File: config.mk
export PLATFORM = sky130hd
export DESIGN_NAME = snake_step_scheduler_flat
export DESIGN_NICKNAME = d
export VERILOG_FILES = /design/src/rtl/snake_step_scheduler_pkg.sv /design/src/rtl/snake_step_scheduler_if.sv /design/src/rtl/snake_step_scheduler_dir_fifo.sv /design/src/rtl/snake_step_scheduler.sv /design/src/flat_wrapper.sv
export SDC_FILE = /design/constraint.sdc
export NUM_CORES = 1
export LEC_CHECK = 0
export ABC_AREA = 1
export ABC_CLOCK_PERIOD_IN_PS = 2300
export CORE_MARGIN = 3
export CORE_UTILIZATION = 55
export DETAILED_ROUTE_END_ITERATION = 12
export DONT_BUFFER_PORTS = 1
export GPL_TIMING_DRIVEN = 0
export PLACE_DENSITY_LB_ADDON = 0.12
export SLEW_MARGIN = 10
export SYNTH_ARGS = -nofsm -noshare
export SYNTH_HDL_FRONTEND = slang
export SYNTH_SLANG_ARGS = --single-unit
export TNS_END_PERCENT = 100
File: constraint.sdc
create_clock -name clk -period 2.3 [get_ports clk]
set_input_delay 0.575 -clock clk [delete_from_list [all_inputs] [get_ports clk]]
set_output_delay 0.575 -clock clk [all_outputs]
set_load 0.05 [all_outputs]
File: src/rtl/snake_step_scheduler_pkg.sv
// Shared types for the snake step scheduler: one-hot directions, game states,
// and the opposite-direction helper.
package snake_step_scheduler_pkg;

   localparam logic [3:0] DIR_UP    = 4'b0001;
   localparam logic [3:0] DIR_DOWN  = 4'b0010;
   localparam logic [3:0] DIR_LEFT  = 4'b0100;
   localparam logic [3:0] DIR_RIGHT = 4'b1000;

   typedef enum logic [2:0] {
      ST_IDLE = 3'd0,
      ST_RUN  = 3'd1,
      ST_STEP = 3'd2,
      ST_OVER = 3'd3
   } state_t;

   function automatic logic [3:0] dir_opposite(input logic [3:0] d);
      case (d)
         DIR_UP:    return DIR_DOWN;
         DIR_DOWN:  return DIR_UP;
         DIR_LEFT:  return DIR_RIGHT;
         DIR_RIGHT: return DIR_LEFT;
         default:   return 4'b0000;
      endcase
   endfunction

endpackage

File: src/rtl/snake_step_scheduler_if.sv
// Scheduler <-> game datapath link: step request/ack handshake plus event reports.
interface snake_step_scheduler_if;
   logic       step_req;
   logic [3:0] step_dir;
   logic       step_ack;
   logic       apple_eaten;
   logic       collision;

   modport master (output step_req, step_dir, input step_ack, apple_eaten, collision);
   modport slave  (input step_req, step_dir, output step_ack, apple_eaten, collision);
endinterface

File: src/rtl/snake_step_scheduler_dir_fifo.sv
// Shift-register direction queue: head at slot 0, tail at slot count-1, with flush.
module snake_step_scheduler_dir_fifo #(
   parameter int unsigned QDEPTH = 2
) (
   input  logic       clk,
   input  logic       reset,
   input  logic       flush,
   input  logic       push,
   input  logic       pop,
   input  logic [3:0] din,
   output logic [3:0] head,
   output logic [3:0] tail,
   output logic       full,
   output logic       empty
);

   logic [3:0] r_mem [QDEPTH];
   logic [2:0] r_count;
   logic       w_push;
   logic       w_pop;
   logic [2:0] w_wr_idx;

   assign full     = (r_count == 3'(QDEPTH));
   assign empty    = (r_count == 3'd0);
   assign w_push   = push & ~full;
   assign w_pop    = pop & ~empty;
   // A simultaneous pop shifts everything down, so the write lands one slot lower.
   assign w_wr_idx = w_pop ? (r_count - 3'd1) : r_count;
   assign head     = r_mem[0];

   always_comb begin
      tail = '0;
      for (int unsigned i = 0; i < QDEPTH; i++) begin
         if (3'(i) + 3'd1 == r_count) tail = r_mem[i];
      end
   end

   always_ff @(posedge clk or negedge reset) begin
      if (!reset) begin
         r_count <= '0;
         for (int unsigned i = 0; i < QDEPTH; i++) r_mem[i] <= '0;
      end else if (flush) begin
         r_count <= '0;
      end else begin
         if (w_pop) begin
            for (int unsigned i = 0; i + 1 < QDEPTH; i++) r_mem[i] <= r_mem[i+1];
         end
         if (w_push) begin
            for (int unsigned i = 0; i < QDEPTH; i++) begin
               if (3'(i) == w_wr_idx) r_mem[i] <= din;
            end
         end
         if (w_push && !w_pop)      r_count <= r_count + 3'd1;
         else if (w_pop && !w_push) r_count <= r_count - 3'd1;
      end
   end

endmodule

File: src/rtl/snake_step_scheduler.sv
// Snake game sequencer: IDLE/RUN/STEP/OVER FSM, step prescaler, direction queue, BCD score.
// Optional SNAKE_SPEEDUP_EN shortens the step period as the tens digit grows.
module snake_step_scheduler
   import snake_step_scheduler_pkg::*;
#(
   parameter int unsigned TICK_DIV  = 25_000_000,
   parameter int unsigned CW        = 25,
   parameter int unsigned QDEPTH    = 2,
   parameter int unsigned TICK_STEP = 2_000_000,
   parameter int unsigned TICK_MIN  = 5_000_000
) (
   input  logic                       clk,
   input  logic                       reset,
   input  logic                       start,
   input  logic [3:0]                 movement,
   snake_step_scheduler_if.master     dp,
   output logic [2:0]                 state,
   output logic [3:0]                 ones,
   output logic [3:0]                 tens
);

`ifdef SNAKE_SPEEDUP_EN
   localparam bit LP_SPEEDUP = 1'b1;
`else
   localparam bit LP_SPEEDUP = 1'b0;
`endif

   state_t        r_state, w_state_nx;
   logic [CW-1:0] r_presc, r_period, w_next_period;
   logic [3:0]    r_cur_dir, r_mv_prev, r_ones, r_tens;
   logic          r_start_prev;
   logic          w_wrap, w_start_go, w_active, w_push, w_pop;
   logic [3:0]    w_ref, w_head, w_tail;
   logic          w_full, w_empty;
   logic signed [31:0] w_dec;

   assign w_active   = (r_state == ST_RUN) || (r_state == ST_STEP);
   assign w_start_go = ((r_state == ST_IDLE) || (r_state == ST_OVER)) && start && !r_start_prev;

   // New presses are judged against the last queued direction, or the live one if none queued.
   assign w_ref  = w_empty ? r_cur_dir : w_tail;
   assign w_push = w_active && (movement != r_mv_prev) && $onehot(movement)
                   && (movement != w_ref) && (movement != dir_opposite(w_ref)) && !w_full;
   assign w_pop  = w_wrap && !w_empty;

   always_comb begin
      w_dec = $signed(TICK_DIV) - $signed({28'd0, r_tens}) * $signed(TICK_STEP);
      if (!LP_SPEEDUP)                    w_next_period = CW'(TICK_DIV);
      else if (w_dec < $signed(TICK_MIN)) w_next_period = CW'(TICK_MIN);
      else                                w_next_period = CW'(w_dec);
   end

   snake_step_scheduler_dir_fifo #(.QDEPTH(QDEPTH)) u_fifo (
      .clk   (clk),
      .reset (reset),
      .flush (w_start_go),
      .push  (w_push),
      .pop   (w_pop),
      .din   (movement),
      .head  (w_head),
      .tail  (w_tail),
      .full  (w_full),
      .empty (w_empty)
   );

   always_ff @(posedge clk or negedge reset) begin
      if (!reset) r_state <= ST_IDLE;
      else        r_state <= w_state_nx;
   end

   always_comb begin
      w_state_nx = r_state;
      w_wrap     = 1'b0;
      case (r_state)
         ST_IDLE, ST_OVER: if (w_start_go) w_state_nx = ST_RUN;
         ST_RUN: begin
            if (dp.collision) w_state_nx = ST_OVER;
            else if (r_presc == r_period - CW'(1)) begin
               w_wrap     = 1'b1;
               w_state_nx = ST_STEP;
            end
         end
         ST_STEP: begin
            if (dp.collision)     w_state_nx = ST_OVER;
            else if (dp.step_ack) w_state_nx = ST_RUN;
         end
         default: w_state_nx = ST_IDLE;
      endcase
   end

   always_ff @(posedge clk or negedge reset) begin
      if (!reset) begin
         r_presc      <= '0;
         r_period     <= CW'(TICK_DIV);
         r_cur_dir    <= DIR_RIGHT;
         r_ones       <= '0;
         r_tens       <= '0;
         r_start_prev <= 1'b0;
         r_mv_prev    <= '0;
      end else begin
         r_start_prev <= start;
         r_mv_prev    <= movement;
         if (w_start_go) begin
            r_presc   <= '0;
            r_period  <= CW'(TICK_DIV);
            r_cur_dir <= DIR_RIGHT;
            r_ones    <= '0;
            r_tens    <= '0;
         end else begin
            if (w_wrap) begin
               r_presc  <= '0;
               r_period <= w_next_period;
            end else if (r_state == ST_RUN && !dp.collision) begin
               r_presc <= r_presc + CW'(1);
            end
            if (w_pop) r_cur_dir <= w_head;
            if (w_active && dp.apple_eaten) begin
               if (r_ones != 4'd9) begin
                  r_ones <= r_ones + 4'd1;
               end else if (r_tens != 4'd9) begin
                  r_ones <= '0;
                  r_tens <= r_tens + 4'd1;
               end
            end
         end
      end
   end

   assign dp.step_req = (r_state == ST_STEP);
   assign dp.step_dir = r_cur_dir;
   assign state       = r_state;
   assign ones        = r_ones;
   assign tens        = r_tens;

endmodule

File: src/flat_wrapper.sv
// flat-port wrapper written by rule: the top's interface ports become plain ports
module snake_step_scheduler_flat import snake_step_scheduler_pkg::*;
#(
   parameter int unsigned TICK_DIV  = 25_000_000,
   parameter int unsigned CW        = 25,
   parameter int unsigned QDEPTH    = 2,
   parameter int unsigned TICK_STEP = 2_000_000,
   parameter int unsigned TICK_MIN  = 5_000_000
)
  (clk, reset, start, movement, state, ones, tens, dp_step_req, dp_step_dir, dp_step_ack, dp_apple_eaten, dp_collision);
  snake_step_scheduler_if dp_i ();
  input  logic clk;
  input  logic reset;
  input  logic start;
  input  logic [3:0] movement;
  output logic [2:0] state;
  output logic [3:0] ones;
  output logic [3:0] tens;
  output wire logic [$bits(dp_i.step_req)-1:0] dp_step_req;
  output wire logic [$bits(dp_i.step_dir)-1:0] dp_step_dir;
  input wire logic [$bits(dp_i.step_ack)-1:0] dp_step_ack;
  input wire logic [$bits(dp_i.apple_eaten)-1:0] dp_apple_eaten;
  input wire logic [$bits(dp_i.collision)-1:0] dp_collision;
  assign dp_step_req = dp_i.step_req;
  assign dp_step_dir = dp_i.step_dir;
  assign dp_i.step_ack = dp_step_ack;
  assign dp_i.apple_eaten = dp_apple_eaten;
  assign dp_i.collision = dp_collision;
  snake_step_scheduler #(.TICK_DIV(TICK_DIV), .CW(CW), .QDEPTH(QDEPTH), .TICK_STEP(TICK_STEP), .TICK_MIN(TICK_MIN)) u_core (.clk(clk), .reset(reset), .start(start), .movement(movement), .dp(dp_i), .state(state), .ones(ones), .tens(tens));
endmodule
==> flow_summary_export.csv <==
group,metric,value,unit
run_status,status,"completed",
placement,place_area,3820,µm²
pwr,p_comb_share,54.5,%
worst_setup_path,critPathSlowestCell,"dfrtp_1",
final_layout,nets,556,
flow_run,drv_cap,0,
worst_setup_path,crit-reg2reg-launch,"u_core.u_fifo.r_count[1]$_DFFE_PN0P_",
worst_setup_path,max_stage_delay,0.44,ns
worst_setup_path,critPathRequiredTime,2.51,ns
sta,skew,0.0102,ns
final_layout,fill_cells,521,
worst_setup_path,timing.critical_path.from,"u_core.u_fifo.r_count[1]$_DFFE_PN0P_",
worst_setup_path,crit_arrival,2.45,ns
drt,drt_iter0_drc,271,
yosys,yosys.area.top_type,"dfrtp_1",
pwr,p_seq_share,34.1,%
worst_setup_path,timing.critical_path.mode_cell,"nand2_1",
floorplanning,core_area,6420,µm²
global_routing,grt-ovfl-total,0,
floorplanning,boundaryPins,26,
clock_network,cts_buffer_depth,2,
sta,fin_crit,2.24,ns
clock_network,path_clk_slew,0.10,ns
pwr,peakVddDrop,0.000959,V
clock_network,cts_made_buffers,5,
drt,vias,3475,
floorplanning,dieArea,7720,µm²
pwr,p_switching,2410,µW
yosys,synth_edf_count,0,
sta,fin_setup_tns,0,ns
final_layout,areaGrowthSynthToFinish,18.7,%
pwr,power_density,1110,nW/µm²
drt,wl_per_cell,14.6,µm
drt,antenna_left,0,
final_layout,fin_util,68.1,%
clock_network,cts-htree-levels,2,
clock_network,cts_sinks,55,
yosys,synthCells,498,
yosys,synthFlopType,"dfrtp_1",
pwr,cellLeakagePower,0.00204,µW
worst_setup_path,path_cells,"inv_2, ha_4, nand2_8, buf_12, nor2_4, o21bai_1, nor2_1, nand2_1, nand2_1, nand2_1, nor2_2, nand2_4, nand2_8, nand2_4, nand2_4, inv_2, nand2_1, nand2_1",
yosys,synth_top_area_share,36.6,%
clock_network,ctsRootBufferMaster,"clkbuf_8",
sta,maxSlewHeadroom,60.1,%
worst_hold_path,hold_path.class,"in -> async",
sta,post-route-period-util,97.4,%
yosys,synth_common_cells,"nand2_1 (139), inv_1 (59), dfrtp_1 (54)",
global_routing,grt_pass1_vias,3244,
worst_setup_path,end_kind,"register",
yosys,synth-seq-cells,55,
yosys,async_flop_share,100,%
sta,setup_viol,0,
drt,route.detailed.drc,0,
placement,place.gp.congestion,0.895,
final_layout,drive_gt1_share,22.0,%
drt,via_per_inst,5.70,
sta,worstMarginPinSlew,0.599,ns
clock_network,clk_latency,0.32,ns
yosys,yosysSeqAreaShare,37.4,%
floorplanning,num_rows,29,
yosys,yosys_warnings,0,
placement,hpwl,6.24,mm
final_layout,fin_area,4380,µm²
worst_setup_path,path_delay_family,"simple AND/OR/NAND/NOR gates",
global_routing,grt_usage,24.0,%
floorplanning,die_w,87.9,µm
sta,finalHoldViolations,0,
drt,finalWirelength,8.91,mm
final_layout,antennaDiodeCount,0,
yosys,synth.distinct_cells,49,
sta,clock.fmax,446,MHz
yosys,synth.most_common_cell,"nand2_1",
worst_setup_path,worstSetupStartpointType,"register",
global_routing,grt_pass1_wl,14.7,mm
placement,placed_cells,575,
yosys,yosys-top-cells-area,"dfrtp_1 (37%), nand2_1 (14%), inv_1 (6.0%)",
clock_network,cts_tree,"done",
worst_setup_path,crit_fanout,7,
global_routing,grt_max_degree,55,
placement,port_buffers,0,
final_layout,fin_cells,610,
sta,maxSlewViolCount,0,
worst_setup_path,critPathBufInv,3,
floorplanning,fp.dieH,87.9,µm
pwr,clkPwrFrac,11.4,%
sta,whs,0.0787,ns
yosys,syn_area,3690,µm²
drt,first_pass_iters,5,
pwr,p_int,2430,µW
worst_setup_path,path_class,"reg -> reg",
pwr,netSwitchingFraction,49.8,%
floorplanning,initial_utilization,57.4,%
yosys,syn_area_per_cell,7.40,µm²
yosys,synth_nets,522,
sta,rsz0062_at_grt,"true",
global_routing,antenna_found_initial,0,
[flip-flops by register name (all words and copies together) (netlist names)]
name                   count
u_core.r_presc            25
u_core.dp.step_dir         4
u_core.ones                4
u_core.r_mv_prev           4
u_core.tens                4
u_core.u_fifo.head         4
u_core.u_fifo.r_mem        4
u_core.u_fifo.r_count      3
u_core.state               2
u_core.r_start_prev        1
[logic make-up (layout without fill, tap and decap cells)]
| group | count (synthesis) | after routing | synth area share [%] |
|---|---|---|---|
| compound gates | 63 | 63 | 10.8 |
| mux | 1 | 1 | 0.271 |
| fa+ha+maj | 14 | 14 | 4.95 |
| other cells | 1 | 1 | 0.102 |
| flops | 55 | 55 | 37.4 |
| xor+xnor | 14 | 14 | 3.33 |
| simple gates | 277 | 277 | 34.7 |
| buf+inv | 73 | 108 | 8.45 |
[stage by stage]
stage | worst slack [ns] | power [µW]
3_3_place_gp | -0.442 | 3640
6_report | 0.0588 | 4850
4_1_cts | -0.0182 | 4370
2_1_floorplan | -0.174 | 3290
3_5_place_dp | -0.450 | 3690
5_1_grt | -0.0795 | 5240
[power groups by stage]
stage	clock [µW]	sequential (µW)	combinational [µW]
detailed placement	0	1650	2040
finish	553	1650	2640
global route	598	1680	2960
CTS	565	1630	2180
global placement	0	1650	1990
floorplan	0	1580	1700
[routing by layer]
metal,global-route usage [%],up-vias,routed length [µm]
li1,-,1681,-
met1,33.2,1661,4120
met2,37.5,122,4090
met3,5.83,11,595
met4,6.69,0,110
met5,0,-,0
[worst paths after layout]
kind / end / cells after the start / slack, ns
min in group clk: u_core.r_start_prev$_DFF_PN0_ / 0 / 0.27
worst min-delay path: u_core.dp.step_dir[3]$_DFFE_PN1P_ / 0 / 0.08
worst max register to register: u_core.u_fifo.r_count[1]$_DFFE_PN0P_ / 18 / 0.06
worst min register to register: u_core.r_presc[0]$_DFFE_PN0P_ / 1 / 0.52
worst max-delay path: u_core.u_fifo.r_count[1]$_DFFE_PN0P_ / 18 / 0.06
max in group asynchronous: u_core.state[0]$_DFFE_PN0P_ / 1 / 1.94
[timing repair]
item                                    in CTS  in global routing
gates resized for setup                     14                 53
setup buffers                                5                 21
pin swaps                                    3                 27
hold buffers                                 1                  0
hold endpoints to repair                    54                  0
endpoints found under the setup margin      33                 33
[worst register-to-register path, stage by stage (launching register included)]
cell and delay, ns:
dfrtp_1 0.44, inv_2 0.10, ha_4 0.18, nand2_8 0.08, buf_12 0.13, nor2_4 0.04
o21bai_1 0.18, nor2_1 0.16, nand2_1 0.07, nand2_1 0.06, nand2_1 0.05, nor2_2 0.14
nand2_4 0.10, nand2_8 0.11, nand2_4 0.06, nand2_4 0.09, inv_2 0.04, nand2_1 0.06
nand2_1 0.05
[layout make-up]
cell class / count / area, µm² / area share [%]
Buffer: 7 / 57.6 / 1.32
Inverter: 66 / 267 / 6.09
Sequential cell: 55 / 1380 / 31.5
Timing Repair Buffer: 27 / 230 / 5.26
Multi-Input combinational cell: 370 / 2260 / 51.6
Clock buffer: 5 / 68.8 / 1.57
Clock inverter: 3 / 18.8 / 0.429
Tap cell: 77 / 96.3 / 2.20
[cells in the final DEF, fill, tap and decap left out, types with 3 or more instances in the layout]
cell | Yosys | routed
nand2_1 | 139 | 134
inv_1 | 59 | 53
dfrtp_1 | 54 | 52
nor2_1 | 52 | 41
nand3_1 | 30 | 28
buf_4 | 1 | 25
a21oi_1 | 17 | 17
nor2_2 | 15 | 15
nor2_4 | 2 | 13
o21ai_0 | 17 | 12
nor3_1 | 11 | 11
o21ai_1 | 5 | 10
inv_2 | 4 | 9
nand4_1 | 9 | 9
xor2_1 | 9 | 9
ha_4 | 0 | 8
a211oi_1 | 6 | 6
nand2_4 | 3 | 5
nand2_2 | 2 | 5
xnor2_1 | 5 | 5
nor4_1 | 6 | 5
ha_1 | 13 | 5
clkbuf_8 | 0 | 5
buf_6 | 1 | 3
o21a_1 | 3 | 3
(Power assumes the default switching activity.)
